$ cat src/rtl/alu_slice_sequencer.sv
// alu_slice_sequencer
//   Multi-cycle driver for the 8-bit Alu8bit. A W-bit command (W = 8*N_SLICES)
//   is issued to the ALU one byte slice at a time, least-significant first,
//   with each slice's carry-out chained into the next slice's carry-in. The
//   assembled result is returned on a valid/ready response port.
//
// Ports
//   clk, rst_n              clock, synchronous active-low reset
//   cmd_valid/cmd_ready     command handshake (ready only in IDLE)
//   cmd_a, cmd_b [W]        operands
//   cmd_cin                 carry into slice 0
//   cmd_sel [4]             ALU op select, applied to every slice
//   alu_a/alu_b/alu_cin/alu_sel   registered drive to Alu8bit
//   alu_s, alu_cout         Alu8bit outputs
//   rsp_valid/rsp_ready     response handshake (valid only in DONE)
//   rsp_s [W], rsp_cout     assembled result, carry out of last slice
//   rsp_zero                rsp_s == 0
module alu_slice_sequencer #(
  parameter int N_SLICES   = 2,
  parameter int SETTLE_CYC = 1
) (
  input  logic                    clk,
  input  logic                    rst_n,
  input  logic                    cmd_valid,
  output logic                    cmd_ready,
  input  logic [8*N_SLICES-1:0]   cmd_a,
  input  logic [8*N_SLICES-1:0]   cmd_b,
  input  logic                    cmd_cin,
  input  logic [3:0]              cmd_sel,
  output logic [7:0]              alu_a,
  output logic [7:0]              alu_b,
  output logic                    alu_cin,
  output logic [3:0]              alu_sel,
  input  logic [7:0]              alu_s,
  input  logic                    alu_cout,
  output logic                    rsp_valid,
  input  logic                    rsp_ready,
  output logic [8*N_SLICES-1:0]   rsp_s,
  output logic                    rsp_cout,
  output logic                    rsp_zero
);

  localparam int W  = 8 * N_SLICES;
  localparam int IW = (N_SLICES > 1) ? $clog2(N_SLICES) : 1;

  localparam logic [1:0] S_IDLE = 2'd0;
  localparam logic [1:0] S_RUN  = 2'd1;
  localparam logic [1:0] S_DONE = 2'd2;

  localparam logic [IW-1:0] LAST_IDX    = IW'(N_SLICES - 1);
  localparam logic [3:0]    SETTLE_LOAD = 4'(SETTLE_CYC - 1);

  logic [1:0]    state_q,    state_d;
  logic [W-1:0]  a_q,        a_d;
  logic [W-1:0]  b_q,        b_d;
  logic [IW-1:0] idx_q,      idx_d;
  logic [3:0]    cnt_q,      cnt_d;
  logic [W-1:0]  res_q,      res_d;
  logic [7:0]    alu_a_q,    alu_a_d;
  logic [7:0]    alu_b_q,    alu_b_d;
  logic          alu_cin_q,  alu_cin_d;   // doubles as the inter-slice carry register
  logic [3:0]    alu_sel_q,  alu_sel_d;
  logic [W-1:0]  rsp_s_q,    rsp_s_d;
  logic          rsp_cout_q, rsp_cout_d;
  logic          rsp_zero_q, rsp_zero_d;

  logic [W-1:0]  slice_res;

  always_comb begin
    state_d    = state_q;
    a_d        = a_q;
    b_d        = b_q;
    idx_d      = idx_q;
    cnt_d      = cnt_q;
    res_d      = res_q;
    alu_a_d    = alu_a_q;
    alu_b_d    = alu_b_q;
    alu_cin_d  = alu_cin_q;
    alu_sel_d  = alu_sel_q;
    rsp_s_d    = rsp_s_q;
    rsp_cout_d = rsp_cout_q;
    rsp_zero_d = rsp_zero_q;

    // Partial result with the current slice merged in.
    slice_res = res_q;
    slice_res[8*idx_q +: 8] = alu_s;

    case (state_q)
      S_IDLE: begin
        if (cmd_valid) begin
          a_d       = cmd_a;
          b_d       = cmd_b;
          alu_a_d   = cmd_a[7:0];
          alu_b_d   = cmd_b[7:0];
          alu_cin_d = cmd_cin;
          alu_sel_d = cmd_sel;
          idx_d     = '0;
          cnt_d     = SETTLE_LOAD;
          state_d   = S_RUN;
        end
      end
      S_RUN: begin
        if (cnt_q == 4'd0) begin
          res_d = slice_res;
          if (idx_q != LAST_IDX) begin
            idx_d     = idx_q + 1'b1;
            cnt_d     = SETTLE_LOAD;
            alu_a_d   = a_q[8*idx_d +: 8];
            alu_b_d   = b_q[8*idx_d +: 8];
            alu_cin_d = alu_cout;
          end else begin
            // Response registers are only written here, so they stay put
            // through DONE and after the handshake.
            rsp_s_d    = slice_res;
            rsp_cout_d = alu_cout;
            rsp_zero_d = (slice_res == '0);
            alu_a_d    = '0;
            alu_b_d    = '0;
            alu_cin_d  = 1'b0;
            alu_sel_d  = '0;
            state_d    = S_DONE;
          end
        end else begin
          cnt_d = cnt_q - 4'd1;
        end
      end
      S_DONE: begin
        if (rsp_ready) state_d = S_IDLE;
      end
      default: state_d = S_IDLE;
    endcase
  end

  always_ff @(posedge clk) begin
    if (!rst_n) begin
      state_q    <= S_IDLE;
      a_q        <= '0;
      b_q        <= '0;
      idx_q      <= '0;
      cnt_q      <= '0;
      res_q      <= '0;
      alu_a_q    <= '0;
      alu_b_q    <= '0;
      alu_cin_q  <= 1'b0;
      alu_sel_q  <= '0;
      rsp_s_q    <= '0;
      rsp_cout_q <= 1'b0;
      rsp_zero_q <= 1'b0;
    end else begin
      state_q    <= state_d;
      a_q        <= a_d;
      b_q        <= b_d;
      idx_q      <= idx_d;
      cnt_q      <= cnt_d;
      res_q      <= res_d;
      alu_a_q    <= alu_a_d;
      alu_b_q    <= alu_b_d;
      alu_cin_q  <= alu_cin_d;
      alu_sel_q  <= alu_sel_d;
      rsp_s_q    <= rsp_s_d;
      rsp_cout_q <= rsp_cout_d;
      rsp_zero_q <= rsp_zero_d;
    end
  end

  assign cmd_ready = (state_q == S_IDLE);
  assign rsp_valid = (state_q == S_DONE);
  assign alu_a     = alu_a_q;
  assign alu_b     = alu_b_q;
  assign alu_cin   = alu_cin_q;
  assign alu_sel   = alu_sel_q;
  assign rsp_s     = rsp_s_q;
  assign rsp_cout  = rsp_cout_q;
  assign rsp_zero  = rsp_zero_q;

endmodule

$ cat config.mk
export PLATFORM = sky130hd
export DESIGN_NAME = alu_slice_sequencer
export DESIGN_NICKNAME = d
export VERILOG_FILES = /design/src/rtl/alu_slice_sequencer.sv
export SDC_FILE = /design/constraint.sdc
export NUM_CORES = 1
export LEC_CHECK = 0
export ABC_AREA = 1
export ABC_CLOCK_PERIOD_IN_PS = 1800
export CORE_ASPECT_RATIO = 0.8
export CORE_UTILIZATION = 45
export CTS_CLUSTER_DIAMETER = 40
export DETAILED_ROUTE_END_ITERATION = 10
export PLACE_DENSITY = 0.76
export SLEW_MARGIN = 20
export SYNTH_ARGS = -nofsm -noshare
export SYNTH_HDL_FRONTEND = slang
export SYNTH_SLANG_ARGS = --single-unit
$ cat constraint.sdc
create_clock -name clk -period 1.8 [get_ports clk]
set_clock_uncertainty 0.1 [all_clocks]
set_input_delay 0.36 -clock clk [delete_from_list [all_inputs] [get_ports clk]]
set_output_delay 0.36 -clock clk [all_outputs]
set_load 0.005 [all_outputs]
# After elaboration in Yosys (flattened, before gate mapping)
# Cells that the tools add are included.
# Widths: inputs -> output; s select.
# totals
output_inout_bits,41
register_bits,94
# op_classes
n_shift,4
eq_ne,7
n_addsub,3
n_mux,30
n_reduce_logical,11
# ops
cell,n
$mux 8,6
$neg 4->34,1
$shift 8x34->16 const A,1
$shiftx 8x34->16,1
$pmux 8 s2,2
$shiftx 16x5->8,2
$mux 4,6
$bwmux 16,1
$logic_not 16->1,1
$pmux 4 s2,2
$reduce_and 3->1,3
$mux 2,4
$reduce_and 4->1,2
$mux 1,6
$ne 2x2->1 const B,3
$pmux 2 s3,1
$logic_not 4->1,1
$pmux 1 s2,2
$reduce_and 2->1,2
$sub 4x1->4 const B,1
$ne 3x3->1 const B,1
$eq 2x1->1 const B,1
$eq 2x2->1 const B,1
$logic_not 2->1,1
other kinds (3),3

# Depth between registers and ports, before layout
# Gate-level depths: netlist of run 1.
# logic_depth
depth_word,5
depth_mapped,9
mapped_depth_nobuf,9

# Worst setup path before layout of run 1
# OpenSTA, ideal clock, no wires.
# synth_timing
kind,register -> register
start,register cnt_q[0]
end,register res_q[14]
path_buffers,1
synth_period_minus_slack_ns,1.471
path_stages_with_launch,9
setup_ns,0.120
t_required_ns,1.580
path_slack_ns,0.329
arrival_time_ns,1.251
cell_sequence,dfxtp_1 > inv_1 > ha_1 > nand2_1 > nor2_2 > nand3_4 > buf_2 > o21ai_0 > nor2_1
# synth_via
elab_chain_len,2
# synth_rtl
item,line,text
from (decl),57,"logic [3:0] cnt_q, cnt_d;"
from (signal assigned),154,cnt_q <= cnt_d;
$logic_not 4->1,103,if (cnt_q == 4'd0) begin
$reduce_and 2->1 (no line),--,
to (signal assigned),155,res_q <= res_d;
to (decl),58,"logic [W-1:0] res_q, res_d;"
# No other way between the ends.
# A chain may end at the register's enable or synchronous reset.

# Worst setup path in the final report of run 1
# layout_timing
start,register alu_a_q[1] (netlist: alu_a[1])
end,output port alu_a[1]
# layout_lines
item,line,text
from (decl),59,"logic [7:0] alu_a_q, alu_a_d;"
from (signal assigned),156,alu_a_q <= alu_a_d;
to (decl),30,"output logic [7:0] alu_a,"
# No word-level cell between the ends.

==> results of run 1 <==
## worst paths after layout
path	from	end	slack, ns	depth (start not counted)
worst min-delay path	cnt_q[0]$_SDFFE_PN0P_	cnt_q[0]$_SDFFE_PN0P_	0.35	1
worst max-delay path	alu_a[1]$_SDFFE_PN0P_	alu_a[1]	0.12	1
worst max register to register	cnt_q[1]$_SDFFE_PN0P_	res_q[8]$_SDFFE_PN0P_	0.15	8
worst min register to register	cnt_q[0]$_SDFFE_PN0P_	cnt_q[0]$_SDFFE_PN0P_	0.35	1
## synth_stat cells, types with 2 or more instances
| cell | count | area (µm²) |
|---|---|---|
| clkbuf_1 | 8 | 30.03 |
| nand3_1 | 4 | 20.02 |
| inv_2 | 5 | 18.77 |
| ha_1 | 2 | 25.02 |
| buf_4 | 2 | 15.01 |
| a21oi_1 | 33 | 165.2 |
| a31oi_1 | 17 | 106.4 |
| buf_6 | 2 | 22.52 |
| dfxtp_1 | 78 | 1562 |
| o21ai_1 | 13 | 65.06 |
| buf_2 | 9 | 45.04 |
| nor2_1 | 68 | 255.2 |
| inv_1 | 25 | 93.84 |
| nand2_1 | 93 | 349.1 |
| o21ai_0 | 53 | 265.3 |
## state kept, by name, summed over array words and instances, names as in the netlist
signal and count:
res_q 16, rsp_s 16, a_q 8, alu_a 8, alu_b 8, b_q 8
alu_sel 4, cnt_q 4, state_q 2, alu_cin 1, idx_q 1, rsp_cout 1
rsp_zero 1
## layer usage
metal  vias to the layer above  GRT usage (%)  wire, µm
li1                       1560              -         -
met3                         7          7.784       514
met1                      1360          28.42      3477
met5                         -              0         0
met4                         0          6.667        67
met2                        92          34.29      3490
## repair_timing
item                       in CTS  in global routing
setup buffers                   1                  0
pin swaps                       1                  0
hold endpoints to repair        0                  0
gates resized for setup         3                  4
setup endpoints to repair       2                 22
## cells in the final DEF, fill, tap and decap left out, types with 2 or more instances in the layout
| cell type | instances |
|---|---|
| o21ai_1 | 13 |
| a31oi_1 | 17 |
| nor2_1 | 67 |
| clkbuf_8 | 9 |
| o21ai_0 | 53 |
| ha_1 | 2 |
| dfxtp_1 | 77 |
| nand2_1 | 92 |
| dlygate4sd2_1 | 2 |
| nor2_2 | 2 |
| inv_1 | 25 |
| nand2_2 | 2 |
| clkdlybuf4s50_1 | 88 |
| inv_2 | 4 |
| clkinv_2 | 2 |
| a21oi_1 | 33 |
| buf_4 | 15 |
| bufinv_16 | 3 |
| nand3_1 | 4 |
## cell type report
cell class              count  area (µm²)  area share [%]
clock buffers               9       123.9           2.824
clock inverters             5       100.1           2.282
inverters                  30       115.1           2.624
multi-input cells         292        1349           30.75
flip-flops and latches     78        1563           35.62
well taps                  84       105.1           2.396
repair buffers            106        1031           23.50
## kinds of logic after synthesis
family                   after synthesis
AND/OR/NAND/NOR                      172
buffers and inverters                 52
flip-flops                            78
XOR/XNOR                               1
adder cells (fa/ha/maj)                2
AO/OA/AOI/OAI                        117
## stage by stage
stage / instances / setup TNS (ns) / total power [mW]
6_report: 604 / 0 / 5.470
5_1_grt: 604 / -0.2953 / 5.811
4_1_cts: 604 / 0 / 5.481
3_5_place_dp: 589 / -0.2004 / 3.968
3_3_place_gp: 589 / 0 / 3.911
2_1_floorplan: 422 / 0 / 3.254
## power by group
| group | switching, mW | internal [mW] |
|---|---|---|
| combinational | 0.919 | 0.811 |
| sequential | 0.190 | 2.05 |
| clock | 0.602 | 0.901 |
==> results.txt, run 1 <==
* Clock tree from TritonCTS: yes
- Number of cells produced by synthesis: around 420
- roughly 90 I/O pins were placed.
- The share of the Yosys chip area taken by registers is about half.
- Setup violations remaining at the end of the flow were counted as 0.
- The worst setup path is launched from a flip-flop.
- Number of antenna violations at the first check in global routing: 0
- The repair_antennas step left the layout with diodes totalling 0.
- Dominant combinational cell family by area after synthesis: simple AND/OR/NAND/NOR gates
* Async SR Flop Fraction: 0%
- The clock net in this run drives a total of approximately 80 sinks.
- CTS clock-pin slew for the worst setup and hold paths: ~0.080 ns
- Standard cell with the maximum stage delay on the critical path: clkdlybuf4s50_1
* Count of flip-flops with a built-in enable after synthesis: 0
- Prevailing post-synth register cell: dfxtp_1
- Final standard cell utilization of the core: 66.76%
* Xor-xnor portion of the synthesized cell area: less than 1%
- In this run, the number of DRC markers left after iteration 0 of detailed routing was 200.
- The worst setup path is captured at an output port.
- Category of the critical setup timing path: flip-flop to output port
- CTS H-tree depth: 3
- Final instance area: about 4400 µm²
* Crit-path max FO: 2
- The worst-case IR drop observed on VDD is a little over 0.6 mV.
- The congestion estimate from routability-driven global placement came to between 0.7 and 0.8.
- Detailed placement finished with a half-perimeter wire length of 5332 µm.
- In the final design database the tool counted approximately 570 nets.
* Power density over the cells: approximately 1200 nW/µm²
- The floorplan has 26 rows.
- Post-Synth Adder-Cell Area: 0.7984%
* Port bufs: 90
* Global Route Usage Sum: 22.05%
- Remaining DRCs: 0
- Counting both buffers and inverters, the worst setup path holds a total of 1.
- Avg Cell Area, Syn: roughly 7.4 µm²
- Entering global routing, the biggest net connects 29 pins.
* Y dimension of the die: between 70 and 80 µm
- Critical Path RT: 1.34 ns
- The worst path uses between 90% and 100% of the clock period.
- TritonCTS created 9 clock buffers.
- The final count of hold timing violations was 0.
- Of the total synthesized cell area, the portion taken by AND, OR, NAND and NOR gates is ~22%.
- After filler insertion, the fill cell instance count of the layout stands at ~560.
* Starting density of the core: between 40 and 50%
- Kind of cell with the highest combined delay on the critical path: buffers and inverters
* Ratio of cells with drive above 1 in the final layout: 8.462%
* Area delta synth->final: 39.96%
- At the later pin of the worst-skew pair, clock insertion delay measures 0.35 ns.
* Buffer type at the clock tree root: clkbuf_8
* Hold slack final: around 0.35 ns
* Path category of the worst min-delay check: flip-flop to flip-flop
* Vias after detailed routing: around 3000
* Area of the core region: around 6600 µm²
* Via count of the first global-routing pass: 2769
- No sink is reached through more buffers than the 2 on the longest clock path.
- Fraction of the mapped netlist area in compound gates: just under 20%
- On the worst path, the slowest cell contributes a delay of between 0.5 and 0.6 ns.
* Register bit total from synthesis: slightly below 80
* Total cell area at the placement stage: just over 4000 µm²
- The number of nets handed over by synthesis was ~470.
- Using the TritonRoute via totals, the vias-per-cell ratio works out to around 5.
- Netlist area before placement: between 3000 and 4000 µm²
- Worst slack after detailed placement: -0.05486 ns
- Number of library cell types mapped by synthesis: 25
* Detailed Route WL: ~7500 µm
- The smallest clock period supported by the final layout is computed as about 1.7 ns.
- Endpoint arrival time on the critical path: about 1.2 ns
- The pre-antenna-repair detailed-routing pass consisted of 4 iterations.
* Area enclosed by the die boundary: 7305 µm²
- Horizontal die dimension: about 95 µm
- In the final routed layout, each cell accounts on average for 12.50 µm.
* Post-detailed-route count of antenna-violating nets: 0
- Of the post-synthesis cell area, the part taken by muxes is 0%.
- Number of maximum-capacitance violations: 0
- The count of final max-slew check failures came to 0.
- Setup repair after global routing missed its margin: yes
- Global-route wire length before repair: between 10000 and 15000 µm
- Leakage dissipation: roughly 1.8 nW
- Measured against its own limit, the worst slew margin works out to about 77%.
* Highest Clock Rate: about 0.6 GHz
- Worst setup margin: ~0.12 ns
- At the pin with the least slew margin, the transition time is around 0.34 ns.
- Total congestion overflow after global routing: 0
* Yosys warning total: 0
- The signal on the critical path passes through clkdlybuf4s50_1.
* Hold-fix buffers at CTS: 0
- The flow ran to the end, and the final reports show no timing, DRC or antenna violations.
No activity file was read; power rests on OpenSTA's default activity.
==> run 2, diff against run 1 <==
ABC_AREA = not set   (was 1)
==> results.txt, run 2 <==
- Counting flops with a built-in enable in the synthesized netlist gives 0.
* Critical Path RT: 1.95 ns
- CTS H-tree depth: 3
- The area growth from synthesis to layout is 43.97%.
- The startpoint identified for the worst register-to-register timing path is cnt_q[0]$_SDFFE_PN0P_.
* Y dimension of the die: 77.27 µm
- Peak per-stage delay on the critical path: a little over 0.4 ns
- Wires add up to 8434 µm.
* Max FFs per register: 16
- Clock tree from TritonCTS: yes
- Cell depth of the worst hold path: 2
- For this run, the leading register cell type out of synthesis is dfxtp_1.
- The share of the Yosys chip area taken by registers is 47.11%.
- The first routing iteration left 150 violations.
- Ratio of routed vias to standard cells: about 5.3
- The Yosys step of the flow raised 0 warnings.
- Number of maximum-capacitance violations: 0
* Hold slack final: between 0.3 and 0.4 ns
- The tightest min-delay check is of the input pin to flip-flop type.
- The first global-routing pass estimated about 13000 µm of wire.
- Buffer type at the clock tree root: clkbuf_8
* Number of diodes: 0
- Routability-driven placement finished with a final weighted congestion of roughly 0.83.
- Final worst-path cycle share: between 90% and 100%
* Via count of the first global-routing pass: 2755
* Cell chain of the critical path: inv_4 > ha_4 > or3b_4 > a211oi_4 > and2b_1
- Most used cells in the layout excluding fill and tap cells: nand2_1 (94), clkdlybuf4s50_1 (87), dfxtp_1 (71)
* Most instantiated library cell after synthesis: nand2_1
- Averaged over all synthesized cells, the footprint is around 8.8 µm².
* Result of the run: finished, final reports clean
- For the worst setup path, the data arrival time is roughly 1.9 ns.
* Startpoint class of the critical path: flip-flop
- Starting density of the core: 46.47%
- Register bit total from synthesis: 75
- Across the VDD grid, the largest voltage drop is 0.5336 mV.
* Global Route Usage Sum: a little under a quarter
* Leakage dissipation: approximately 1.9 nW
- At the end of the flow, the number of nets in the layout was 516.
- The floorplan has 27 rows.
- Dividing total power by cell area gives a power density of 879.7 nW/µm².
- The floorplan step set the die width to 96.09 µm.
- Number of library cell types mapped by synthesis: 40
* Final sum of negative setup slack: 0 ns
* Category of the critical setup timing path: flip-flop to flip-flop
- The largest individual stage delay along the critical path comes from the cell or3b_4.
* Post-DR wirelength/cell: between 15 and 20 µm
- Entering global routing, the biggest net connects 30 pins.
* First-pass DRT Iterations: 4
- The cell count after synthesis came out at 363.
* WHS Endpoint: alu_a[5]$_SDFFE_PN0P_
- For this run, the top clock speed supported by timing is 0.5705 GHz.
- After legalization and detailed placement, the total HPWL measured around 6100 µm.
- The top cell type by area accounts for a little under half of the synthesized area.
- In this run the count of I/O pins placed on the die edge is between 90 and 100.
- Buffers placed on the I/O ports in this run total 90.
* Number of antenna violations at the first check in global routing: 0
- Crit path time final: around 1.8 ns
- Worst Hold Launch: rst_n
- Clock latency on the worst-skew pair: between 0.3 and 0.4 ns
* Final setup violation count: 0
* Ratio of cells with drive above 1 in the final layout: between 10% and 20%
- For this run, design rule violations remaining after detail routing come to 0.
- The final count of hold timing violations came to 0.
- The detailed router placed about 2900 vias in this run.
* Area of the core region: approximately 7000 µm²
- Crit path capture type: flip-flop
* Count of final max-slew check failures: 0
- Headroom to the max-slew limit came out at approximately 73%.
- In this run the deepest clock path goes through 2 buffers.
- Clock-pin slew was measured on the worst setup and hold paths at 0.09 ns.
* Worst r2r dst: state_q[0]$_SDFFE_PN0P_
- The commonest cells after synthesis are nand2_1 (95), dfxtp_1 (75), a21boi_0 (33), inv_1 (19), clkbuf_1 (18).
- dfxtp_1 takes more of the synthesized area than any other cell.
* Netlist area before placement: about 3200 µm²
* Crit-path max FO: 5
- Reg-to-reg slack, setup: around 0.047 ns
- After synthesis, the share of flip-flops with an asynchronous set or reset is 0%.
- Most frequent standard cell in the layout excluding fill and tap cells: nand2_1
- CTS sink cnt: 75
- Net count after synthesis: a little over 400
* Number of buffers inserted during clock tree synthesis: 9
* Area enclosed by the die boundary: 7424 µm²
- For this run the aggregate overflow at the end of global routing stands at 0.
- Once detail routing completed, the nets flagged for antenna violations numbered 0.
- Setup repair after global routing could not meet its margin everywhere.
- For the worst flop-to-flop path, the logic depth is 5.
* Transition time of the tightest slew-check pin: between 0.4 and 0.5 ns
* Cell types occupying the most area after synthesis: dfxtp_1 (47%), nand2_1 (11%), a21boi_0 (7.8%), o211a_1 (5.3%), o311ai_0 (3.8%)
run 2: cell types whose count changed after synthesis, sizes merged, moves of 11 or more:
| cell | before | now |
|---|---|---|
| nor2 | 71 | 5 |
| o21ai | 66 | 4 |
| o311ai | 0 | 17 |
| a21oi | 33 | 4 |
| o211a | 0 | 17 |
| a21boi | 0 | 43 |
| nor2b | 0 | 13 |
| a31oi | 17 | 1 |
| inv | 30 | 19 |
run 2: worst max-delay path, delay by kind of cell, from the launching register on:
kind / cells / cell delay [ns]
buf+inv: 1 / 0.06
compound gates: 1 / 0.36
fa+ha+maj: 1 / 0.14
simple gates: 2 / 0.63
flops: 1 / 0.36
run 2: logic make-up (layout without fill, tap and decap cells):
kind of cell,after synthesis,in the layout,share of synthesized area (%)
fa+ha+maj,2,2,0.7851
simple gates,144,144,21.12
buf+inv,46,152,6.125
flops,75,75,47.11
mux,8,8,2.513
compound gates,88,88,22.34
run 2: report_power, final:
group | internal, mW | leakage [nW] | total [mW] | switching (mW)
logic | 0.495 | 1.15 | 0.879 | 0.383
registers | 1.79 | 0.616 | 1.89 | 0.0935
clock network | 0.640 | 0.0885 | 1.27 | 0.632
run 2: how the worst max path moves through the flow:
stage | start | to
after CTS | cnt_q[0]$_SDFFE_PN0P_ | cnt_q[3]$_SDFFE_PN0P_
final | cnt_q[0]$_SDFFE_PN0P_ | state_q[0]$_SDFFE_PN0P_
after floorplan | cnt_q[0]$_SDFFE_PN0P_ | state_q[0]$_SDFFE_PN0P_
after detailed placement | cmd_valid | b_q[11]$_SDFFE_PN0P_
after global routing | cnt_q[1]$_SDFFE_PN0P_ | cnt_q[3]$_SDFFE_PN0P_
after global placement | cmd_valid | b_q[10]$_SDFFE_PN0P_
run 2: layout make-up:
| cell class | count | area (µm²) |
|---|---|---|
| Fill cell | 591 | 2270 |
| Multi-Input combinational cell | 242 | 1541 |
| Tap cell | 87 | 108.9 |
| Timing Repair Buffer | 117 | 1159 |
| Clock buffer | 10 | 127.6 |
| Clock inverter | 6 | 66.31 |
| Sequential cell | 75 | 1511 |
| Inverter | 19 | 73.82 |
run 2: what timing repair did:
| action | in CTS | in global routing |
|---|---|---|
| setup endpoints to repair | 2 | 56 |
| resized for setup | 8 | 14 |
| endpoints found under the hold margin | 0 | 0 |
| hold buffers | 0 | 0 |
| buffers inserted | 0 | 2 |
| pin swaps | 0 | 6 |
run 2: stage by stage:
| stage | instance area [µm²] | total power [mW] | std cells | setup WS [ns] | utilization [%] |
|---|---|---|---|---|---|
| after global routing | 4588 | 4.226 | 556 | -0.05550 | 66.90 |
| after floorplan | 3187 | 2.309 | 363 | 0.1709 | - |
| after detailed placement | 4323 | 2.784 | 538 | -0.09398 | 63.04 |
| after CTS | 4529 | 4.048 | 554 | 0.01184 | 66.05 |
| final | 4588 | 4.036 | 556 | 0.04701 | 66.90 |
| after global placement | 4323 | 2.759 | 538 | -0.07825 | 63.04 |
run 2: metal layers:
metal | GRT usage, % | routed length, µm | vias to the layer above
li1 | - | - | 1453
met1 | 34.77 | 4115 | 1394
met2 | 34.33 | 3775 | 77
met3 | 5.655 | 454 | 6
met4 | 7.164 | 89 | 0
met5 | 0 | 0 | -
==> run 3, diff against run 2 <==
ABC_CLOCK_PERIOD_IN_PS = 1860   (was 1800)
SKIP_LAST_GASP = 1   (was not set)
clock period = 1.86 ns   (was 1.8 ns; I/O delays follow)
==> results.txt, run 3 (synthesis gave the netlist of run 2 again) <==
* Count of final max-slew check failures: 0
- Setup slack on the worst reg-to-reg path comes out at 0.14 ns.
- Peak per-stage delay on the critical path: 0.41 ns
- No sink is reached through more buffers than the 2 on the longest clock path.
- During placement, the flow inserted port buffers numbering 90.
* Area enclosed by the die boundary: 7424 µm²
- First-pass DRT Iterations: 4
* Global-route wire length before repair: 13710 µm
- Number of nets at the end of the flow: around 520
* Worst reg-to-reg path cell count: 5
- Global routing finished with a remaining overflow of 0.
* Clock tree from TritonCTS: yes
* Category of the critical setup timing path: flip-flop to flip-flop
* Headroom to the max-slew limit: 68.25%
* Iteration-0 DRC count of the detailed router: roughly 160
* Hold slack final: 0.3395 ns
- Across the VDD grid, the largest voltage drop is about 0.56 mV.
- Path category of the worst min-delay check: input pin to flip-flop
- CTS H-tree depth: 3
* Sequential cell area in the final layout: 1506 µm²
* Standard cell with the maximum stage delay on the critical path: or3b_4
- Startpoint class of the critical path: flip-flop
* Endpoint arrival time on the critical path: ~1.9 ns
- CTS clock-pin slew for the worst setup and hold paths: approximately 0.080 ns
- OpenSTA, run right after detailed placement, puts the worst setup slack at -0.07730 ns.
- Met3 track demand over resource: approximately 7.1%
* Maximum number of pins on one net before global-route repair: 40
* Area of combinational cells with multiple inputs: 1520 µm²
- Across the run, the number of max-cap violations was 0.
* Worst r2r dst: state_q[0]$_SDFFE_PN0P_
- WHS Endpoint: alu_b[3]$_SDFFE_PN0P_
- The floorplan step defined a core boundary enclosing 6858 µm².
- The final count of hold timing violations is 0.
- The worst hold path begins at rst_n.
- Power density over the cells: roughly 830 nW/µm²
* Crit path capture type: flip-flop
- Once the floorplan was initialized, standard cells occupied between 40 and 50% of the core.
- From synthesis to final layout, the design area changed by 41.50%.
- Using the TritonRoute via totals, the vias-per-cell ratio works out to just over 5.
- Walking the worst path, the cells encountered are inv_2 > ha_4 > or3b_4 > a211oi_4 > and2b_1.
- In this run the critical register-to-register path is launched from cnt_q[1]$_SDFFE_PN0P_.
- Global Route met1 Usage: between 30% and 40%
* Most used cells in the layout excluding fill and tap cells: nand2_1 (95), clkdlybuf4s50_1 (87), dfxtp_1 (71)
* Detailed Route WL: roughly 8400 µm
* Inst Count DP: 538
- Once detailed placement completed, the half-perimeter wirelength came to about 6100 µm.
- Final standard cell utilization of the core: about 66%
- Max FFs per register: 16
- In this run the worst path has a maximum fanout of 5.
- Critical Path RT: ~2 ns
- Number of diodes: 0
* CTS sink cnt: between 70 and 80
- Horizontal die dimension: between 90 and 100 µm
- Global routing used about a quarter of the available tracks across all layers.
* Non-filler instance count after layout: between 500 and 600
* Number of top-level pins: 91
* Final setup violation count: 0
* Remaining DRCs: 0
- Via count of the first global-routing pass: 2694
* Vias after detailed routing: 2844
- Y dimension of the die: just under 80 µm
- Worst setup margin: 0.1442 ns
* Ratio of cells with drive above 1 in the final layout: between 10% and 20%
- Counting I/O delays and the setup requirement, the final critical path takes around 1.7 ns.
* Highest Clock Rate: just under 0.6 GHz
- Number of buffers inserted during clock tree synthesis: 9
- Clock tree synthesis selected as its root buffer the cell clkbuf_8.
* Total cell area at the placement stage: 4298 µm²
- Final worst-path cycle share: approximately 90%
- Met2 Resource Use GR: 33.76%
- Cell depth of the worst hold path: 2
- Post-detailed-route count of antenna-violating nets: 0
* Post-DR wirelength/cell: ~15 µm
- Setup repair after global routing left no endpoint under its margin.
* Global placement routability congestion: ~0.8
- Total of fill cells in the finished design: approximately 570
- Transition time of the tightest slew-check pin: between 0.4 and 0.5 ns
* Leakage dissipation: 1.844 nW
- The number of hold buffers added after CTS was 0.
- Top Usage Layer GRT: met1
* Clock latency on the worst-skew pair: approximately 0.35 ns
* Final instance area: 4509 µm²
- The library cell used most frequently in the layout, excluding fill and tap cells, is nand2_1.
* Result of the run: finished, final reports clean
* Number of antenna violations at the first check in global routing: 0
- Row generation in the floorplan step produced 27 rows.
[run 3: worst max-delay path, delay by kind of cell, from the launching register on]
| family | cells | cell delay (ns) |
|---|---|---|
| AND/OR/NAND/NOR | 2 | 0.62 |
| flip-flops | 1 | 0.34 |
| AO/OA/AOI/OAI | 1 | 0.34 |
| buffers and inverters | 1 | 0.08 |
| adder cells (fa/ha/maj) | 1 | 0.14 |
[run 3: what timing repair did]
action,in CTS,in global routing
pin swaps,0,2
gates resized for setup,4,10
endpoints found under the setup margin,2,10
setup buffers,0,1
[run 3: metal layers]
metal | share of wire [%] | vias to the layer above
met5 | 0 | -
met4 | 0.84 | 0
met3 | 5.8 | 7
met2 | 42 | 98
met1 | 52 | 1299
li1 | - | 1440
[run 3: area by class of cell]
type	instances	share of cell area, %
Clock buffer	9	2.747
Clock inverter	7	0.9989
Sequential cell	75	33.41
Timing Repair Buffer	116	25.14
Tap cell	87	2.414
Inverter	19	1.582
Multi-Input combinational cell	242	33.71
[run 3: worst max-delay path by stage]
stage	start	end	slack (ns)	cells past startpoint
after floorplan	cnt_q[0]$_SDFFE_PN0P_	state_q[0]$_SDFFE_PN0P_	0.23	5
after global placement	cmd_valid	b_q[11]$_SDFFE_PN0P_	-0.04	5
after detailed placement	cmd_valid	b_q[15]$_SDFFE_PN0P_	-0.08	5
after CTS	state_q[0]$_SDFFE_PN0P_	cmd_ready	0.004	2
after global routing	cnt_q[1]$_SDFFE_PN0P_	state_q[0]$_SDFFE_PN0P_	0.04	5
final	cnt_q[1]$_SDFFE_PN0P_	state_q[0]$_SDFFE_PN0P_	0.14	5
[run 3: per-stage QoR]
| stage | power [mW] | TNS, ns |
|---|---|---|
| CTS | 3.767 | 0 |
| detailed placement | 2.685 | -0.9488 |
| finish | 3.745 | 0 |
| global placement | 2.660 | -0.2803 |
| floorplan | 2.235 | 0 |
| global route | 3.948 | 0 |
[run 3: where the power goes]
group / internal, mW / switching, mW / total [mW]
Clock: 0.475 / 0.612 / 1.09
Sequential: 1.74 / 0.0902 / 1.83
Combinational: 0.465 / 0.367 / 0.832
Total: 2.68 / 1.07 / 3.74
